## config.mk

```make
export PLATFORM = sky130hd
export DESIGN_NAME = vdma_arbiter
export DESIGN_NICKNAME = d
export VERILOG_FILES = /design/src/rtl/vdma_pkg.sv /design/src/rtl/vdma_buf_mgr.sv /design/src/rtl/vdma_arbiter.sv
export SDC_FILE = /design/constraint.sdc
export NUM_CORES = 1
export LEC_CHECK = 0
export ABC_AREA = 1
export BUFFER_PORTS_ARGS = -buffer_cell sky130_fd_sc_hd__buf_2
export CORE_ASPECT_RATIO = 0.7
export CORE_MARGIN = 5
export CORE_UTILIZATION = 51
export DETAILED_ROUTE_END_ITERATION = 7
export GPL_ROUTABILITY_DRIVEN = 0
export GPL_TIMING_DRIVEN = 0
export PLACE_DENSITY = 0.84
export SLEW_MARGIN = 15
export SYNTH_ARGS = -nofsm -noshare
export SYNTH_HDL_FRONTEND = slang
export SYNTH_SLANG_ARGS = --single-unit
```

## constraint.sdc

```tcl
create_clock -name clk -period 2.5 [get_ports clk]
set_clock_uncertainty 0.2 [all_clocks]
set_input_delay 0.625 -clock clk [delete_from_list [all_inputs] [get_ports clk]]
set_output_delay 0.625 -clock clk [all_outputs]
set_load 0.05 [all_outputs]
```

## src/rtl/vdma_pkg.sv

```systemverilog
`timescale 1ns/1ps
// vdma_pkg: shared types and default frame geometry for the video DMA
// DDR arbiter (FSM states, buffer index type, channel select codes).
package vdma_pkg;

    typedef enum logic [1:0] {
        IDLE = 2'd0,
        CMD  = 2'd1,
        DATA = 2'd2
    } arb_state_e;

    typedef logic [1:0] buf_idx_t;
    typedef logic       ch_sel_t;

    localparam ch_sel_t CH_RD = 1'b0;
    localparam ch_sel_t CH_WR = 1'b1;

    // 1280x720x16 bit frame, 256-bit beats, 16 beats per burst
    localparam int DEF_ADDR_W       = 28;
    localparam int DEF_BURST_BEATS  = 16;
    localparam int DEF_ADDR_STEP    = 128;
    localparam int DEF_FRAME_BURSTS = 3600;
    localparam int DEF_FRAME_STRIDE = 32'h0020_0000;
    localparam int DEF_CNT_W        = 12;

    // The one buffer index (of 0..2) used by neither a nor b.
    function automatic buf_idx_t third_buf(input buf_idx_t a, input buf_idx_t b);
        return buf_idx_t'(2'd3 - a - b);
    endfunction

endpackage

```

## src/rtl/vdma_buf_mgr.sv

```systemverilog
`timescale 1ns/1ps
// vdma_buf_mgr: triple frame-buffer bookkeeping. Latches frame-start pulses,
// applies write/read buffer swaps only while the arbiter is idle, tracks the
// latest completed frame. VDMA_ARB_STAT_EN adds drop/repeat counters.
module vdma_buf_mgr
    import vdma_pkg::*;
(
    input  logic     clk,
    input  logic     rst_n,
    input  logic     wr_frame_start,
    input  logic     rd_frame_start,
    input  logic     fsm_idle,
    input  logic     wr_frame_full,
    output buf_idx_t wr_buf_idx,
    output buf_idx_t rd_buf_idx,
    output logic     swap_busy,
    output logic     wr_swap,
    output logic     rd_swap
`ifdef VDMA_ARB_STAT_EN
    ,
    output logic [15:0] stat_wr_drop,
    output logic [15:0] stat_rd_repeat
`endif
);

    logic     wr_pend_q, wr_pend_d;
    logic     rd_pend_q, rd_pend_d;
    buf_idx_t wr_idx_q, wr_idx_d;
    buf_idx_t rd_idx_q, rd_idx_d;
    buf_idx_t latest_q, latest_d;

    // A pending flag in idle always performs its swap in that same cycle.
    assign wr_swap    = fsm_idle && wr_pend_q;
    assign rd_swap    = fsm_idle && rd_pend_q;
    assign swap_busy  = wr_pend_q || rd_pend_q;
    assign wr_buf_idx = wr_idx_q;
    assign rd_buf_idx = rd_idx_q;

    // Swap ordering: write swap first so a simultaneous read picks up the new latest.
    always_comb begin
        wr_idx_d = wr_idx_q;
        rd_idx_d = rd_idx_q;
        latest_d = latest_q;
        if (wr_swap && wr_frame_full) begin
            latest_d = wr_idx_q;
            wr_idx_d = third_buf(wr_idx_q, rd_idx_q);
        end
        if (rd_swap) begin
            rd_idx_d = latest_d;
        end
        wr_pend_d = wr_frame_start || (wr_pend_q && !wr_swap);
        rd_pend_d = rd_frame_start || (rd_pend_q && !rd_swap);
    end

    // Buffer index and pending-flag registers.
    always_ff @(posedge clk or negedge rst_n) begin
        if (!rst_n) begin
            wr_pend_q <= 1'b0;
            rd_pend_q <= 1'b0;
            wr_idx_q  <= 2'd0;
            rd_idx_q  <= 2'd1;
            latest_q  <= 2'd1;
        end else begin
            wr_pend_q <= wr_pend_d;
            rd_pend_q <= rd_pend_d;
            wr_idx_q  <= wr_idx_d;
            rd_idx_q  <= rd_idx_d;
            latest_q  <= latest_d;
        end
    end

`ifdef VDMA_ARB_STAT_EN
    logic [15:0] drop_q, repeat_q;
    logic        drop_inc, repeat_inc;

    assign drop_inc       = wr_swap && !wr_frame_full;
    assign repeat_inc     = rd_swap && (latest_d == rd_idx_q);
    assign stat_wr_drop   = drop_q;
    assign stat_rd_repeat = repeat_q;

    // Saturating counters of dropped write frames and repeated read frames.
    always_ff @(posedge clk or negedge rst_n) begin
        if (!rst_n) begin
            drop_q   <= '0;
            repeat_q <= '0;
        end else begin
            if (drop_inc && (drop_q != 16'hFFFF)) drop_q <= drop_q + 16'd1;
            if (repeat_inc && (repeat_q != 16'hFFFF)) repeat_q <= repeat_q + 16'd1;
        end
    end
`endif

    a_buf_invariant: assert property (@(posedge clk) disable iff (!rst_n)
        (wr_idx_q != rd_idx_q) && (latest_q != wr_idx_q));

endmodule

```

## src/rtl/vdma_arbiter.sv

```systemverilog
`timescale 1ns/1ps
// vdma_arbiter: shares one DDR command port between the video write channel
// and the HDMI read channel, with burst counters, address generation and a
// triple-buffer manager. Defining VDMA_ARB_STAT_EN adds statistics outputs.
module vdma_arbiter
    import vdma_pkg::*;
#(
    parameter int                ADDR_W       = DEF_ADDR_W,
    parameter int                BURST_BEATS  = DEF_BURST_BEATS,
    parameter int                ADDR_STEP    = DEF_ADDR_STEP,
    parameter int                FRAME_BURSTS = DEF_FRAME_BURSTS,
    parameter logic [ADDR_W-1:0] FRAME_STRIDE = ADDR_W'(DEF_FRAME_STRIDE),
    parameter int                CNT_W        = DEF_CNT_W
) (
    input  logic              clk,
    input  logic              rst_n,
    input  logic              en,
    input  logic              wr_frame_start,
    input  logic              rd_frame_start,
    input  logic              wr_req,
    input  logic              rd_req,
    input  logic              rd_urgent,
    input  logic              cmd_ready,
    input  logic              burst_done,
    output logic              cmd_valid,
    output logic              cmd_write,
    output logic [ADDR_W-1:0] cmd_addr,
    output logic              wr_grant,
    output logic              rd_grant,
    output logic [1:0]        wr_buf_idx,
    output logic [1:0]        rd_buf_idx
`ifdef VDMA_ARB_STAT_EN
    ,
    output logic [15:0]       stat_wr_drop,
    output logic [15:0]       stat_rd_repeat
`endif
);

    if (((1 << CNT_W) <= FRAME_BURSTS) || (BURST_BEATS < 1)) begin : g_cfg_check
        $error("vdma_arbiter: CNT_W too small for FRAME_BURSTS or BURST_BEATS < 1");
    end

    localparam logic [CNT_W-1:0] CNT_FULL = CNT_W'(FRAME_BURSTS);

    arb_state_e        state_q, state_d;
    ch_sel_t           sel_q, sel_d;
    ch_sel_t           last_q, last_d;
    logic [ADDR_W-1:0] addr_q, addr_d;
    logic [CNT_W-1:0]  wr_cnt_q, wr_cnt_d;
    logic [CNT_W-1:0]  rd_cnt_q, rd_cnt_d;

    ch_sel_t           pick;
    buf_idx_t          pick_buf;
    logic [CNT_W-1:0]  pick_cnt;
    logic              wr_elig, rd_elig;
    logic              swap_busy, wr_swap, rd_swap;
    buf_idx_t          wr_idx, rd_idx;

    vdma_buf_mgr u_buf_mgr (
        .clk            (clk),
        .rst_n          (rst_n),
        .wr_frame_start (wr_frame_start),
        .rd_frame_start (rd_frame_start),
        .fsm_idle       (state_q == IDLE),
        .wr_frame_full  (wr_cnt_q == CNT_FULL),
        .wr_buf_idx     (wr_idx),
        .rd_buf_idx     (rd_idx),
        .swap_busy      (swap_busy),
        .wr_swap        (wr_swap),
        .rd_swap        (rd_swap)
`ifdef VDMA_ARB_STAT_EN
        ,
        .stat_wr_drop   (stat_wr_drop),
        .stat_rd_repeat (stat_rd_repeat)
`endif
    );

    assign wr_elig    = wr_req && (wr_cnt_q < CNT_FULL);
    assign rd_elig    = rd_req && (rd_cnt_q < CNT_FULL);
    assign cmd_valid  = (state_q == CMD);
    assign cmd_write  = sel_q;
    assign cmd_addr   = addr_q;
    assign wr_grant   = (state_q == DATA) && (sel_q == CH_WR);
    assign rd_grant   = (state_q == DATA) && (sel_q == CH_RD);
    assign wr_buf_idx = wr_idx;
    assign rd_buf_idx = rd_idx;

    // Next-state logic: arbitration in IDLE (pending swaps win), command hold, burst completion.
    always_comb begin
        state_d  = state_q;
        sel_d    = sel_q;
        last_d   = last_q;
        addr_d   = addr_q;
        wr_cnt_d = wr_cnt_q;
        rd_cnt_d = rd_cnt_q;
        pick     = CH_RD;
        if (rd_elig && rd_urgent) begin
            pick = CH_RD;
        end else if (wr_elig && rd_elig) begin
            pick = (last_q == CH_RD) ? CH_WR : CH_RD;
        end else if (wr_elig) begin
            pick = CH_WR;
        end
        pick_buf = (pick == CH_WR) ? wr_idx : rd_idx;
        pick_cnt = (pick == CH_WR) ? wr_cnt_q : rd_cnt_q;
        case (state_q)
            IDLE: begin
                if (!swap_busy && en && (wr_elig || rd_elig)) begin
                    state_d = CMD;
                    sel_d   = pick;
                    last_d  = pick;
                    addr_d  = ADDR_W'(pick_buf) * FRAME_STRIDE
                            + ADDR_W'(pick_cnt) * ADDR_W'(ADDR_STEP);
                end
            end
            CMD: begin
                if (cmd_ready) state_d = DATA;
            end
            DATA: begin
                if (burst_done) begin
                    state_d = IDLE;
                    if (sel_q == CH_WR) begin
                        if (wr_cnt_q < CNT_FULL) wr_cnt_d = wr_cnt_q + CNT_W'(1);
                    end else begin
                        if (rd_cnt_q < CNT_FULL) rd_cnt_d = rd_cnt_q + CNT_W'(1);
                    end
                end
            end
            default: state_d = IDLE;
        endcase
        if (wr_swap) wr_cnt_d = '0;
        if (rd_swap) rd_cnt_d = '0;
    end

    // State, selection, address and burst counter registers.
    always_ff @(posedge clk or negedge rst_n) begin
        if (!rst_n) begin
            state_q  <= IDLE;
            sel_q    <= CH_RD;
            last_q   <= CH_RD;
            addr_q   <= '0;
            wr_cnt_q <= '0;
            rd_cnt_q <= '0;
        end else begin
            state_q  <= state_d;
            sel_q    <= sel_d;
            last_q   <= last_d;
            addr_q   <= addr_d;
            wr_cnt_q <= wr_cnt_d;
            rd_cnt_q <= rd_cnt_d;
        end
    end

endmodule

```

==> impl_metrics.tcl <==
set metrics [dict create \
    num_rows 23 \
    drtIter0Drc 222 \
    worst_setup_path_end_kind "primary output" \
    setup_tns_ps 0 \
    fillerInstances 532 \
    htreeDepth 2 \
    ant_nets 0 \
    place_hpwl_microns 5270 \
    area_growth_syn_to_layout_pct 13.7 \
    worstMarginPinSlew_ps 629 \
    die_area_sq_um 7390 \
    cts_setup_buffers 0 \
    insertion_delay_ps 310 \
    criticalPathCategory "flop to primary output" \
    io_pins 46 \
    cts-root-buf "clkbuf_8" \
    powerDensity_nw_per_um2 672 \
    cp.required_ps 1670 \
    finalCritPeriodShare_pct 85.6 \
    synth_seq_cells 49 \
    period_needed_ps 2140 \
    synth.cells.most_frequent "nand2_1 (97), dfrtp_1 (47), nand3_1 (47)" \
    ys_seq_area_share_pct 41.9 \
    setup_violations 0 \
    cts_tree "yes" \
    cap_violations 0 \
    grt_pass1_vias 2490 \
    synth_most_common_cell "nand2_1" \
    rsz0062_at_grt "no" \
    status "finished clean" \
    total_power_mw 2.24 \
    peakVddDrop_mv 0.545 \
    synth_area_leader_cell "dfrtp_1" \
    max_freq_ghz 0.467 \
    cts_buffers 5 \
    synth-xor-area-share_pct 1.49 \
    max_slew_margin_pct 58.1 \
    cp_cell_sequence "inv_2 > nand2_2 > nor2_1 > buf_2" \
    overflow 0 \
    crit_path_max_incr_delay_ps 430 \
    numPortBuffers 31 \
    synth-simple-area-share_pct 35.4 \
    synth_top_family_by_area "simple AND/OR/NAND/NOR gates" \
    cts_hold_buf 0 \
    synth_ff_type "dfrtp_1" \
    cts.repair.resized 0 \
    yosysTopAreaCellShare_pct 40.1 \
    drv_slew 0 \
    syn_area_sq_um 2930 \
    critPathLaunchType "flop" \
    synth_edf_count 0 \
    routed_via_density 5.23 \
    synth-warning-count 0 \
    cts_num_sinks 49 \
    cp_slowest_cell "dfrtp_1" \
    p_leak_nw 1.73 \
    synth_compound_gate_area_share_pct 7.85 \
    hold_path.class "input port to asynchronous set/reset pin" \
    synth.distinct_cells 37 \
    worstPathMaxFanout 5 \
    path_clk_slew_ps 90 \
    hold_violations 0 \
    syn_inst 373 \
    post-route-drc-count 0 \
    die_x_microns 101 \
    async_reset_ff_share_pct 100 \
    wl_microns 6950 \
    synth.area.top_cells "dfrtp_1 (40%), nand2_1 (12%), nand3_1 (8.0%), inv_1 (4.5%), buf_4 (3.6%)" \
    grt_pass1_wl_microns 11900 \
    synth_fa_ha_area_share_pct 1.71 \
    drt-wirelength-per-cell_microns 13.9 \
    cp.arrival_ps 1310 \
    drive_gt1_share_pct 21.9 \
    muxShareOfSynthArea_pct 0 \
    grt_use_total_pct 20.1 \
    detail_route.first_pass.iterations 5 \
    start_util_pct 52.0 \
    die_h_microns 73.4 \
    core_area_sq_um 5640 \
    synth.avg_cell_area_sq_um 7.86 \
    antenna_cells 0 \
    final_nets 438 \
    antenna_found_initial 0 \
    rr_worst_depth 8 \
    route.vias.total 2615 \
    grt_max_degree 50 \
    cts.path.max_buffers 2 \
]
==> sequential cells by signal, indices dropped and copies added (netlist names) <==
| name | cells |
|---|---|
| wr_cnt_q | 12 |
| u_buf_mgr.rd_pend_q | 1 |
| rd_cnt_q | 12 |
| u_buf_mgr.rd_buf_idx | 2 |
| u_buf_mgr.wr_buf_idx | 2 |
| u_buf_mgr.wr_pend_q | 1 |
| state_q | 2 |
| cmd_addr | 14 |
| last_q | 1 |
| u_buf_mgr.latest_q | 2 |
==> power breakdown <==
group	total (mW)	leakage [nW]	switching (mW)	internal, mW
Sequential	0.950	0.658	0.0676	0.883
Clock	0.523	0.0542	0.273	0.251
Combinational	0.766	1.02	0.585	0.181
Total	2.24	1.73	0.925	1.31
==> cells in the final DEF, fill, tap and decap left out, drive strengths merged <==
| cell | Yosys | final |
|---|---|---|
| o21a | 2 | 2 |
| inv | 42 | 42 |
| nor3b | 2 | 2 |
| or2 | 1 | 1 |
| xor2 | 4 | 4 |
| and3 | 1 | 1 |
| clkinv | 0 | 1 |
| a21oi | 9 | 9 |
| dfrtp | 47 | 47 |
| o21ai | 22 | 22 |
| dfstp | 2 | 2 |
| nand4 | 11 | 11 |
| ha | 4 | 4 |
| a21boi | 1 | 1 |
| o21bai | 2 | 2 |
| nor3 | 12 | 12 |
| o31ai | 2 | 2 |
| xnor2 | 1 | 1 |
| nor2 | 30 | 30 |
| nand3 | 50 | 50 |
| conb | 1 | 14 |
| buf | 22 | 53 |
| nand2 | 105 | 105 |
| clkbuf | 0 | 7 |
==> worst paths after layout <==
path / from / to / slack (ps)
setup / recovery: state_q[0] / wr_grant / 360
hold / removal: rst_n / cmd_addr[21] / 130
setup reg to reg: wr_cnt_q[0] / u_buf_mgr.wr_buf_idx[1] / 620
hold reg to reg: cmd_addr[21] / cmd_addr[21] / 280
max in group asynchronous: rst_n / rd_cnt_q[6] / 1550
min in group clk: cmd_addr[21] / cmd_addr[21] / 280
==> worst max-delay path: cells and delay by family, from the launching register on <==
kind,cells,cell delay [ps]
DFF,1,430
and+or+nand+nor,2,210
buffers and inverters,2,360
==> layout make-up <==
cell class / instances / area, sq um / area share (%)
Timing Repair Buffer: 31 / 158 / 4.73
Clock inverter: 1 / 5.00 / 0.150
Buffer: 22 / 179 / 5.37
Clock buffer: 7 / 96.3 / 2.89
Sequential cell: 49 / 1230 / 36.9
Multi-Input combinational cell: 273 / 1420 / 42.5
Tap cell: 75 / 93.8 / 2.82
Inverter: 42 / 158 / 4.73
==> layer usage <==
metal	wire length [microns]	vias to the layer above	track usage [%]
li1	-	1283	-
met1	3370	1238	30.2
met2	3000	88	30.1
met3	533	6	3.98
met4	43	0	4.19
met5	0	-	0
==> logic make-up (layout without fill, tap and decap cells) <==
| family | after synthesis | after routing |
|---|---|---|
| AOI/OAI and AO/OA | 38 | 38 |
| xor gates and xnor gates | 5 | 5 |
| adders and majority gates | 4 | 4 |
| buffers and inverters | 64 | 103 |
| DFF | 49 | 49 |
| other | 1 | 14 |
| and+or+nand+nor | 212 | 212 |
==> stage by stage <==
stage	worst slack, ps	hold WS (ps)	util, %	cells	instance area (sq um)
CTS	347	285	59.1	500	3330
detailed placement	540	261	57.3	492	3230
global placement	534	258	57.3	492	3230
global route	303	185	59.1	500	3330
floorplan	135	129	-	386	2980
finish	361	130	59.1	500	3330
Power figures use the tool's default switching activity.
